<file path="config.mk">
export PLATFORM = sky130hd
export DESIGN_NAME = int_wb_arbiter
export DESIGN_NICKNAME = d
export VERILOG_FILES = /design/src/rtl/int_wb_arbiter.sv
export SDC_FILE = /design/constraint.sdc
export NUM_CORES = 1
export LEC_CHECK = 0
export ABC_AREA = 1
export BUFFER_PORTS_ARGS = -buffer_cell sky130_fd_sc_hd__buf_2
export CELL_PAD_IN_SITES_DETAIL_PLACEMENT = 1
export CELL_PAD_IN_SITES_GLOBAL_PLACEMENT = 2
export CORE_UTILIZATION = 36
export CTS_CLUSTER_DIAMETER = 40
export CTS_CLUSTER_SIZE = 14
export DETAILED_ROUTE_END_ITERATION = 6
export HOLD_SLACK_MARGIN = 0.02
export PLACE_DENSITY_LB_ADDON = 0.1
export REMOVE_ABC_BUFFERS = 1
export SLEW_MARGIN = 10
export SYNTH_ARGS = -nofsm -noshare
export SYNTH_HDL_FRONTEND = slang
export SYNTH_SLANG_ARGS = --single-unit
</file>
<file path="constraint.sdc">
create_clock -name clk_in -period 8.6 [get_ports clk_in]
set_clock_uncertainty 0.15 [all_clocks]
set_input_delay 1.72 -clock clk_in [delete_from_list [all_inputs] [get_ports clk_in]]
set_output_delay 1.72 -clock clk_in [all_outputs]
set_load 0.005 [all_outputs]
</file>
<file path="src/rtl/int_wb_arbiter.sv">
// Integer writeback arbiter: ALU-priority write port, LSU result FIFO and load scoreboard.
// Optional macro INT_WB_LSU_BYPASS_EN lets an LSU result skip an empty FIFO.
module int_wb_arbiter #(
    parameter int unsigned FIFO_DEPTH = 2,
    parameter int unsigned DATA_WIDTH = 32
) (
    input  logic                  clk_in,
    input  logic                  reset_in,
    input  logic                  alu_valid_in,
    input  logic [4:0]            alu_rd_addr_in,
    input  logic [DATA_WIDTH-1:0] alu_data_in,
    input  logic                  lsu_valid_in,
    output logic                  lsu_ready_out,
    input  logic [4:0]            lsu_rd_addr_in,
    input  logic [DATA_WIDTH-1:0] lsu_data_in,
    input  logic                  issue_en_in,
    input  logic [4:0]            issue_rd_addr_in,
    input  logic [4:0]            rs_1_addr_in,
    input  logic [4:0]            rs_2_addr_in,
    input  logic [4:0]            dst_addr_in,
    output logic                  stall_out,
    output logic                  wr_en_out,
    output logic [4:0]            rd_addr_out,
    output logic [DATA_WIDTH-1:0] rd_out
);

    localparam int unsigned CNT_W = $clog2(FIFO_DEPTH + 1);
    localparam int unsigned PTR_W = (FIFO_DEPTH > 1) ? $clog2(FIFO_DEPTH) : 1;

    logic [CNT_W-1:0]      count;
    logic [PTR_W-1:0]      wr_ptr;
    logic [PTR_W-1:0]      rd_ptr;
    logic [4:0]            fifo_rd   [FIFO_DEPTH];
    logic [DATA_WIDTH-1:0] fifo_data [FIFO_DEPTH];
    logic [31:0]           pending;
    logic [31:0]           pending_next;
    logic [31:0]           set_mask;
    logic [31:0]           clr_mask;

    logic                  fifo_empty;
    logic                  fifo_full;
    logic                  accept;
    logic                  bypass;
    logic                  push;
    logic                  pop;
    logic                  wr_en_next;
    logic [4:0]            rd_addr_next;
    logic [DATA_WIDTH-1:0] rd_next;

    function automatic logic [PTR_W-1:0] next_ptr(input logic [PTR_W-1:0] p);
        return (p == PTR_W'(FIFO_DEPTH - 1)) ? '0 : p + PTR_W'(1);
    endfunction

    assign fifo_empty    = (count == '0);
    assign fifo_full     = (count == CNT_W'(FIFO_DEPTH));
    assign lsu_ready_out = (count < CNT_W'(FIFO_DEPTH));
    assign accept        = lsu_valid_in & lsu_ready_out;

`ifdef INT_WB_LSU_BYPASS_EN
    assign bypass = accept & fifo_empty & ~alu_valid_in;
`else
    assign bypass = 1'b0;
`endif

    assign push = accept & ~bypass;
    assign pop  = ~alu_valid_in & ~fifo_empty;

    // Source select for the write port and scoreboard update; ALU always wins.
    always_comb begin
        wr_en_next   = 1'b0;
        rd_addr_next = rd_addr_out;
        rd_next      = rd_out;
        clr_mask     = '0;
        set_mask     = '0;
        if (alu_valid_in) begin
            wr_en_next   = (alu_rd_addr_in != 5'd0);
            rd_addr_next = alu_rd_addr_in;
            rd_next      = alu_data_in;
        end else if (pop) begin
            wr_en_next             = (fifo_rd[rd_ptr] != 5'd0);
            rd_addr_next           = fifo_rd[rd_ptr];
            rd_next                = fifo_data[rd_ptr];
            clr_mask[fifo_rd[rd_ptr]] = 1'b1;
        end else if (bypass) begin
            wr_en_next               = (lsu_rd_addr_in != 5'd0);
            rd_addr_next             = lsu_rd_addr_in;
            rd_next                  = lsu_data_in;
            clr_mask[lsu_rd_addr_in] = 1'b1;
        end
        if (issue_en_in) begin
            set_mask[issue_rd_addr_in] = 1'b1;
        end
        // A set wins over a clear of the same register; x0 never pends.
        pending_next = ((pending & ~clr_mask) | set_mask) & ~32'h1;
    end

    assign stall_out = pending[rs_1_addr_in] | pending[rs_2_addr_in] |
                       pending[dst_addr_in] | fifo_full;

    always_ff @(posedge clk_in or posedge reset_in) begin
        if (reset_in) begin
            wr_en_out   <= 1'b0;
            rd_addr_out <= 5'd0;
            rd_out      <= '0;
            count       <= '0;
            wr_ptr      <= '0;
            rd_ptr      <= '0;
            pending     <= '0;
        end else begin
            wr_en_out   <= wr_en_next;
            rd_addr_out <= rd_addr_next;
            rd_out      <= rd_next;
            pending     <= pending_next;
            if (push) begin
                wr_ptr <= next_ptr(wr_ptr);
            end
            if (pop) begin
                rd_ptr <= next_ptr(rd_ptr);
            end
            case ({push, pop})
                2'b10:   count <= count + CNT_W'(1);
                2'b01:   count <= count - CNT_W'(1);
                default: count <= count;
            endcase
        end
    end

    // Entry storage carries no reset; occupancy is tracked by count.
    always_ff @(posedge clk_in) begin
        if (push) begin
            fifo_rd[wr_ptr]   <= lsu_rd_addr_in;
            fifo_data[wr_ptr] <= lsu_data_in;
        end
    end

endmodule

</file>
==> results_dict.tcl, run 1 <==
set metrics [dict create \
    postSynthCellCount 744 \
    p_leak_nw 3.65 \
    drt_drc_violations_left 1 \
    final_cell_mix "215 x nand2_1, 138 x buf_2, 96 x nand3_1" \
    placed_cells 1084 \
    routedWlPerCell_um 19.2 \
    grt_antenna_before_repair 3 \
    slew_headroom 0.311 \
    fin_area_um2 8270 \
    hold_path_class "reg2reg" \
    p_int_w 0.00161 \
    final_common_cell "nand2_1" \
    ir_worst_vdd_mv 0.146 \
    post-route-period-util 0.588 \
    violations "design-rule violations" \
    drtIter0Drc 296 \
    grt_max_degree 74 \
    cts_tree "built" \
    start_util 0.372 \
    switching_share 0.389 \
    worstMarginPinSlew_ns 1.03 \
    cp_data_required_time_ns 6.73 \
    grt-ovfl-total 0 \
    via_per_inst 5.24 \
    dpl_cell_area_um2 7660 \
    post_cts_resize_count 0 \
    drv_cap 0 \
    setup.worst_path.end_class "output port" \
    p_seq_frac 0.418 \
    power_density_nw_per_um2 320 \
    ios 139 \
    place_ws_ns 3.54 \
    numPortBuffers 138 \
    place_congestion 0.833 \
    n_fill_cell 2158 \
    die_y_um 139 \
    ant_nets 0 \
    clk_pin_slew_ns 0.07 \
    outcome "complete, but fails checks" \
    cts_buffers 17 \
    die-area_um2 19400 \
    layoutNonFillerInstCount 1116 \
    insertion_delay_ns 0.42 \
    nets 974 \
    fin_crit_ns 5.05 \
    worstSetupStartpointType "primary input" \
    rsz0062_at_grt "false" \
    htree_levels 4 \
    critPathArrivalTime_ns 3.18 \
    n_antenna_cell 0 \
    yosysUniqueCellTypes 30 \
    hold_buffers 0 \
    drt-total-wl_um 21500 \
    postCtsSetupBuffers 0 \
    ys_seq_area_frac 0.598 \
    grt_pass1_vias 6342 \
    maxSlewViolCount 0 \
    netlist_area_um2 6770 \
    clock_sinks 147 \
    critPathKind "in2out" \
    drive_above_1_share 0.216 \
    num_vias 5853 \
    clock-root-buffer "clkbuf_16" \
    ys_ff_latch 147 \
    num_rows 49 \
    p_comb_frac 0.298 \
    yosys_warnings 0 \
    dp_hpwl_um 14900 \
    setup_tns_ns 0 \
    setup_viol 0 \
    drt_pass1_iterations 7 \
    fp.dieW_um 139 \
    core_um2 18200 \
    grt_first_pass_wirelength_um 34300 \
    final-hold-violation-count 0 \
    worstPathMaxFanout 18 \
    timing.final.ws_setup_ns 3.55 \
    switchingPower_w 0.00103 \
    clk_path_buf_depth 2 \
    power_frac_clock 0.285 \
    grt_use_total 0.231 \
    max_freq_ghz 0.198 \
    syn2layout_area_growth_pct 22.2 \
    avgSynthCellArea_um2 9.10 \
]
-- worst max-delay path, stage by stage --
cell and delay, ns:
buf_2 0.22, inv_1 0.39, nand2_1 0.12, nand3_1 0.10, nand3_1 0.10, nand2_1 0.07, nand2_1 0.05, nand3_1 0.07
nand2_1 0.05, nor2_1 0.09, nand2_1 0.07, buf_2 0.13
-- cell type report --
cell class	instances	area (µm²)	share of cell area
repair buffers	142	721	0.0872
well taps	229	287	0.0347
clock inverters	15	185	0.0224
clock buffers	17	425	0.0515
multi-input cells	503	2360	0.286
flip-flops and latches	147	4050	0.490
inverters	63	238	0.0288
-- metal layers --
layer	routed length, µm	up-vias	track usage	part of all wire
li1	-	2784	-	-
met1	8810	2900	0.265	0.41
met2	11100	132	0.414	0.52
met3	1070	31	0.0639	0.050
met4	430	6	0.0766	0.020
met5	32	-	0	0.0015
-- through the flow --
stage	util	hold slack, ns	power, W
after detailed placement	0.421	0.324	0.00192
after CTS	0.454	0.344	0.00268
final	0.454	0.338	0.00264
after global placement	0.421	0.312	0.00188
after global routing	0.454	0.369	0.00282
after floorplan	-	0.308	0.00154
-- final timing paths --
check / from / end / slack [ns] / cells past startpoint
worst max-delay path: rs_1_addr_in[0] / stall_out / 3.55 / 12
worst max register to register: rd_ptr$_DFFE_PP0P_ / pending[28]$_DFF_PP0_ / 5.58 / 7
worst min-delay path: rd_out[0]$_DFFE_PP0P_ / rd_out[0]$_DFFE_PP0P_ / 0.34 / 2
worst min register to register: rd_out[0]$_DFFE_PP0P_ / rd_out[0]$_DFFE_PP0P_ / 0.34 / 2
max in group asynchronous: reset_in / rd_ptr$_DFFE_PP0P_ / 6.12 / 3
min in group asynchronous: reset_in / pending[15]$_DFF_PP0_ / 1.45 / 3
-- kinds of logic (layout without fill, tap and decap cells) --
kind of cell             after synthesis  after routing  synth area share
adder cells (fa/ha/maj)                1              1           0.00185
multiplexers                           1              1           0.00203
AND/OR/NAND/NOR                      353            353             0.218
buffers and inverters                 94            237            0.0549
XOR/XNOR                               4              4           0.00518
flip-flops                           147            147             0.598
AO/OA/AOI/OAI                        144            144             0.119
-- Yosys cell counts --
master | number | area (µm²)
a21oi_1 | 38 | 190
a221o_1 | 1 | 10.0
and2_1 | 1 | 6.26
buf_1 | 2 | 7.51
buf_2 | 12 | 60.1
buf_4 | 1 | 7.51
clkbuf_1 | 16 | 60.1
dfrtp_1 | 73 | 1830
edfxtp_1 | 74 | 2220
ha_1 | 1 | 12.5
inv_1 | 58 | 218
inv_2 | 5 | 18.8
mux2i_2 | 1 | 13.8
nand2_1 | 215 | 807
nand3_1 | 96 | 480
nor2_1 | 33 | 124
nor2_2 | 1 | 6.26
nor2_4 | 2 | 22.5
nor4_1 | 1 | 6.26
o211ai_1 | 3 | 22.5
o21ai_0 | 74 | 370
o21ai_1 | 8 | 40.0
o21ai_2 | 4 | 35.0
o221ai_1 | 2 | 17.5
o311ai_0 | 14 | 123
or2_0 | 1 | 6.26
or2_1 | 2 | 12.5
or2_2 | 1 | 6.26
xnor2_1 | 1 | 8.76
xor2_1 | 3 | 26.3
-- power groups by stage --
stage / Clock (W) / Sequential, W / Combinational [W]
finish: 0.000753 / 0.00110 / 0.000787
global route: 0.000794 / 0.00113 / 0.000887
CTS: 0.000769 / 0.00111 / 0.000803
detailed placement: 0 / 0.00112 / 0.000801
global placement: 0 / 0.00111 / 0.000769
floorplan: 0 / 0.00108 / 0.000454
-- registers in the layout, summed over array words and instances (netlist names) --
signal and flops:
fifo_data 64, rd_out 32, pending 31, fifo_rd 10
rd_addr_out 5, count 2, rd_ptr 1, wr_en_out 1
wr_ptr 1
(Power assumes the default switching activity.)
==> run 2, diff against run 1 <==
--- a/config.mk
+++ b/config.mk
@@ -5,11 +5,11 @@
 export SDC_FILE = /design/constraint.sdc
 export NUM_CORES = 1
 export LEC_CHECK = 0
-export ABC_AREA = 1
+export ABC_AREA = 0
 export BUFFER_PORTS_ARGS = -buffer_cell sky130_fd_sc_hd__buf_2
 export CELL_PAD_IN_SITES_DETAIL_PLACEMENT = 1
 export CELL_PAD_IN_SITES_GLOBAL_PLACEMENT = 2
-export CORE_UTILIZATION = 36
+export CORE_UTILIZATION = 32
 export CTS_CLUSTER_DIAMETER = 40
 export CTS_CLUSTER_SIZE = 14
 export DETAILED_ROUTE_END_ITERATION = 6
==> constraint.sdc (replaced) <==
create_clock -name clk_in -period 4.4 [get_ports clk_in]
set_clock_uncertainty 0.15 [all_clocks]
set_input_delay 0.88 -clock clk_in [delete_from_list [all_inputs] [get_ports clk_in]]
set_output_delay 0.88 -clock clk_in [all_outputs]
set_load 0.005 [all_outputs]
==> run 2 against run 1 <==
Against the previous run: die area increased by 11%; largest cell class unchanged; the run now ends clean; combinational power grew 87%; cell count fell by 12%.
==> results_dict.tcl, run 2 <==
set metrics [dict create \
    outcome "finished, final reports clean" \
    regMostFlops "fifo_data" \
    post-route-period-util 0.908 \
    cts_buffers 17 \
    ys_seq_area_frac 0.605 \
    clk_path_buf_depth 2 \
    ios 139 \
    cts_tree "built" \
    fp.dieW_um 147 \
    setup_viol 0 \
    htree_levels 4 \
    largest_reg_flops 64 \
    grt_pass1_vias 5336 \
    clock_sinks 147 \
    worstMarginPinSlew_ns 0.995 \
    ir_worst_vdd_mv 0.287 \
    yosys_warnings 0 \
    yosysTopAreaCellShare 0.332 \
    dp_hpwl_um 13700 \
    placed_cells 945 \
    die-area_um2 21500 \
    critPathArrivalTime_ns 2.96 \
    drv_cap 0 \
    setup.worst_path.end_class "output port" \
    crit_chain "buf_2 -> mux4_2 -> o2111a_1 -> a2111o_1 -> or4_1 -> buf_2" \
    start_util 0.328 \
    worstSetupStartpointType "primary input" \
    ant_nets 0 \
    max_freq_ghz 0.250 \
    fin_crit_ns 3.99 \
    worstPathMaxFanout 12 \
    synth_edf_count 74 \
    yosysTopAreaCell "edfxtp_1" \
    grt_antenna_before_repair 4 \
    layoutNonFillerInstCount 977 \
    drt_pass1_iterations 4 \
    via_per_inst 5.04 \
    cp_data_required_time_ns 3.37 \
    path_common_cell "buf_2" \
    syn2layout_area_growth_pct 24.3 \
    async_flop_share 0.497 \
    clock-root-buffer "clkbuf_16" \
    ys.flop_type "edfxtp_1" \
    ys_ff_latch 147 \
    grt_first_pass_wirelength_um 30400 \
    num_vias 4923 \
    rsz0062_at_grt "false" \
    p_leak_nw 3.42 \
    final_common_cell "buf_2" \
    routedWlPerCell_um 19.4 \
    power_density_nw_per_um2 643 \
    crit_buf_inv 2 \
    postCtsSetupBuffers 0 \
    netlist_area_um2 6690 \
    dpl_cell_area_um2 7650 \
    postSynthCellCount 562 \
    insertion_delay_ns 0.42 \
    die_y_um 147 \
    grt_use_total 0.187 \
    cp_slowest_cell "mux4_2" \
    nets 794 \
    yosysUniqueCellTypes 42 \
    top_regs "fifo_data: 64 flops, rd_out: 32 flops, pending: 31 flops" \
    maxSlewViolCount 0 \
    hold_path_class "reg2reg" \
    drive_above_1_share 0.291 \
    numPortBuffers 138 \
    synth.area.top_cells "edfxtp_1 33%, dfrtp_1 27%, o21ai_0 7.9%" \
    drt_drc_violations_left 0 \
    final-hold-violation-count 0 \
    hold_buffers 0 \
    slew_headroom 0.318 \
    critPathTopFamily "compound AO/OA/AOI/OAI gates" \
    critPathKind "in2out" \
    yosysMostFrequentCell "o21ai_0" \
    grt_max_degree 61 \
    core_um2 20400 \
    clk_pin_slew_ns 0.06 \
    drtIter0Drc 205 \
    final_cell_mix "138 x buf_2, 105 x o21ai_0, 74 x edfxtp_1" \
    fin_area_um2 8310 \
    avgSynthCellArea_um2 11.9 \
    num_rows 52 \
    max_stage_delay_ns 0.54 \
    post_cts_resize_count 0 \
    grt-ovfl-total 0 \
    place_congestion 0.844 \
    setup_tns_ns 0 \
    n_antenna_cell 0 \
    drt-total-wl_um 19000 \
    synth_commonest_cells "105 x o21ai_0, 74 x edfxtp_1, 73 x dfrtp_1" \
]
==> run 2: cell count changes in the layout (fill, tap and decap cells not counted), sizes merged, moves of 7 or more <==
cell    before  now
inv         68   13
nand3b       0   10
nor2        36   43
mux2         0   10
mux4         0   14
nand2      215   54
o311ai      14    1
nand3       96    6
clkinv       9    2
o21ai       86  105
mux2i        1   49
==> run 2: worst paths after layout <==
| path | start | to | slack (ns) | cells past startpoint |
|---|---|---|---|---|
| max in group asynchronous | reset_in | rd_out[8]$_DFFE_PP0P_ | 2.69 | 3 |
| min | wr_ptr$_DFFE_PP0P_ | wr_ptr$_DFFE_PP0P_ | 0.40 | 1 |
| min in group asynchronous | reset_in | rd_out[20]$_DFFE_PP0P_ | 0.41 | 2 |
| min reg2reg | wr_ptr$_DFFE_PP0P_ | wr_ptr$_DFFE_PP0P_ | 0.40 | 1 |
| max | rs_2_addr_in[0] | stall_out | 0.41 | 6 |
| max reg2reg | rd_ptr$_DFFE_PP0P_ | wr_en_out$_DFF_PP0_ | 1.55 | 4 |
==> run 2: final cells by class <==
cell class,count,area (µm²)
Sequential cell,147,4050
Clock inverter,13,218
Clock buffer,19,443
Fill cell,2246,12100
Multi-Input combinational cell,377,2510
Inverter,8,31.3
Tap cell,270,338
Timing Repair Buffer,143,728
==> run 2: kinds of logic (layout without fill, tap and decap cells) <==
family	after synthesis	in the layout	share of synthesized area
AOI/OAI and AO/OA	162	162	0.133
DFF	147	147	0.605
and+or+nand+nor	136	136	0.0930
muxes	73	73	0.138
buffers and inverters	38	183	0.0224
xor gates and xnor gates	5	5	0.00655
adders and majority gates	1	1	0.00187
==> run 2: through the flow <==
step	hold WS (ns)	setup slack, ns	util	power, W
floorplan	0.311	0.767	-	0.00310
global placement	0.379	0.429	0.376	0.00373
detailed placement	0.395	0.395	0.376	0.00377
CTS	0.408	0.400	0.408	0.00542
global route	0.426	0.332	0.408	0.00570
finish	0.401	0.405	0.408	0.00535
==> run 2: layer usage <==
metal | part of all wire | wire length (µm) | global-route usage | up-vias
li1 | - | - | - | 2350
met1 | 0.46 | 8760 | 0.244 | 2430
met2 | 0.48 | 9080 | 0.303 | 107
met3 | 0.043 | 821 | 0.0438 | 28
met4 | 0.015 | 278 | 0.0651 | 8
met5 | 0.0024 | 46 | 0 | -
==> run 2: where the power goes <==
group / internal, W / switching [W] / leakage [nW]
Combinational: 0.000663 / 0.000802 / 1.55
Clock: 0.00103 / 0.000598 / 0.321
Sequential: 0.00186 / 0.000388 / 1.56
==> run 3, diff against run 2 <==
--- a/config.mk
+++ b/config.mk
@@ -9,13 +9,15 @@
 export BUFFER_PORTS_ARGS = -buffer_cell sky130_fd_sc_hd__buf_2
 export CELL_PAD_IN_SITES_DETAIL_PLACEMENT = 1
 export CELL_PAD_IN_SITES_GLOBAL_PLACEMENT = 2
-export CORE_UTILIZATION = 32
+export CORE_UTILIZATION = 33
+export CTS_BUF_LIST = sky130_fd_sc_hd__clkbuf_8
 export CTS_CLUSTER_DIAMETER = 40
 export CTS_CLUSTER_SIZE = 14
 export DETAILED_ROUTE_END_ITERATION = 6
 export HOLD_SLACK_MARGIN = 0.02
 export PLACE_DENSITY_LB_ADDON = 0.1
 export REMOVE_ABC_BUFFERS = 1
+export SKIP_CTS_REPAIR_TIMING = 1
 export SLEW_MARGIN = 10
 export SYNTH_ARGS = -nofsm -noshare
 export SYNTH_HDL_FRONTEND = slang
==> run 3 against run 2 <==
Against the previous run: critical path depth is the same; clock-buffer cell count is 1 lower; combinational power grew 3%; clock power is 36% lower; flip-flop and latch count stayed put; register-to-register slack better by 0.24 ns; worst setup slack lost 0.0060 ns; sequential power is 4% lower; design area shrank 3.3%; critical path type unchanged.
==> results_dict.tcl, run 3 (same netlist as run 2, synthesis figures left out) <==
set metrics [dict create \
    final-hold-violation-count 0 \
    ios 139 \
    p_int_w 0.00300 \
    grt_max_degree 68 \
    grt-ovfl-total 0 \
    cp_slowest_cell "mux4_2" \
    worstPathMaxFanout 12 \
    p_seq_frac 0.459 \
    num_rows 51 \
    dp_hpwl_um 13200 \
    clock-root-buffer "clkbuf_8" \
    critPathKind "in2out" \
    grt_pass1_vias 5480 \
    drt-total-wl_um 18900 \
    min_from "wr_ptr$_DFFE_PP0P_" \
    reg2regPathDepth 6 \
    hold_path_class "reg2reg" \
    fp.dieW_um 144 \
    outcome "finished, final reports clean" \
    fin_area_um2 8040 \
    power_density_nw_per_um2 588 \
    syn2layout_area_growth_pct 20.2 \
    routedWlPerCell_um 19.4 \
    ir_worst_vdd_mv 0.203 \
    largest_reg_flops 64 \
    multi_input_area_um2 2510 \
    setup_tns_ns 0 \
    fin_crit_ns 4.00 \
    start_util 0.340 \
    numPortBuffers 138 \
    clock_sinks 147 \
    core_um2 19700 \
    drtIter0Drc 225 \
    whs_path_depth 1 \
    regMostFlops "fifo_data" \
    via_per_inst 5.21 \
    p_leak_nw 3.29 \
    max_freq_ghz 0.250 \
    worstSetupStartpointType "primary input" \
    post-route-period-util 0.909 \
    cp_data_required_time_ns 3.37 \
    power_frac_clock 0.220 \
    drive_above_1_share 0.293 \
    critPathArrivalTime_ns 2.97 \
    cts_buffers 17 \
    crit_chain "buf_2 -> mux4_2 -> o2111a_1 -> a2111o_1 -> or4_1 -> buf_2" \
    drt_pass1_iterations 4 \
    insertion_delay_ns 0.44 \
    top_regs "fifo_data: 64 flops, rd_out: 32 flops, pending: 31 flops" \
    ant_nets 0 \
    grt_antenna_before_repair 3 \
    place_congestion 0.876 \
    p_comb_frac 0.320 \
    die-area_um2 20800 \
    setup.worst_path.end_class "output port" \
    htree_levels 4 \
    num_vias 5076 \
    setup_viol 0 \
    critPathLaunch "rs_2_addr_in[0]" \
    clk_pin_slew_ns 0.09 \
    drt_drc_violations_left 0 \
    drv_cap 0 \
    max_stage_delay_ns 0.54 \
    grt_use_total 0.194 \
    maxSlewViolCount 0 \
    worstMarginPinSlew_ns 1.07 \
    switchingPower_w 0.00173 \
    grt_first_pass_wirelength_um 30000 \
    path_common_cell "buf_2" \
    cts_tree "built" \
    rsz0062_at_grt "false" \
    dpl_cell_area_um2 7650 \
    seqCellArea_um2 4050 \
    nets 794 \
    clk_path_buf_depth 2 \
    die_y_um 144 \
    final_cell_mix "138 x buf_2, 105 x o21ai_0, 74 x edfxtp_1" \
    switching_share 0.366 \
    n_fill_cell 2223 \
    slew_headroom 0.287 \
    timing.rr.start "rd_ptr$_DFFE_PP0P_" \
    final_common_cell "buf_2" \
    fin_hold_ws_ns 0.407 \
]
[run 3: cell type report]
class | count | share of cell area
diodes | 3 | 0.000934
clock buffers | 18 | 0.0308
clock inverters | 14 | 0.0171
inverters | 8 | 0.00389
multi-input cells | 377 | 0.312
flip-flops and latches | 147 | 0.504
well taps | 265 | 0.0412
repair buffers | 143 | 0.0906
[run 3: path summary, 6_finish.rpt]
path,end,slack [ns]
max in group asynchronous,pending[25]$_DFF_PP0_,2.74
worst min register to register,wr_ptr$_DFFE_PP0P_,0.41
worst min-delay path,wr_ptr$_DFFE_PP0P_,0.41
worst max-delay path,stall_out,0.40
worst max register to register,pending[18]$_DFF_PP0_,1.79
min in group asynchronous,rd_out[27]$_DFFE_PP0P_,0.50
[run 3: critical path: cells and delay by family]
kind | cells | cell delay (ns)
buf+inv | 2 | 0.38
compound gates | 2 | 0.64
mux | 1 | 0.54
simple gates | 1 | 0.53
[run 3: routing by layer]
layer  vias to the layer above  wire, µm  track usage
met4                         2       415       0.0715
li1                       2361         -            -
met5                         -         8            0
met1                      2543      8400        0.249
met3                        30      1170       0.0593
met2                       140      8890        0.309
[run 3: per-stage QoR]
stage                     total power, W  worst slack (ns)  std cells   util
final                            0.00473             0.399        975  0.409
after global routing             0.00508             0.315        973  0.409
after CTS                        0.00480             0.388        972  0.409
after detailed placement         0.00374             0.389        940  0.389
after global placement           0.00369             0.423        940  0.389
after floorplan                  0.00310             0.767        532      -
[run 3: power by group through the flow]
stage / Clock (W) / Sequential, W / Combinational, W
after floorplan: 0 / 0.00214 / 0.000963
after global placement: 0 / 0.00219 / 0.00150
after detailed placement: 0 / 0.00220 / 0.00154
after CTS: 0.00108 / 0.00218 / 0.00154
after global routing: 0.00113 / 0.00223 / 0.00172
final: 0.00104 / 0.00217 / 0.00152
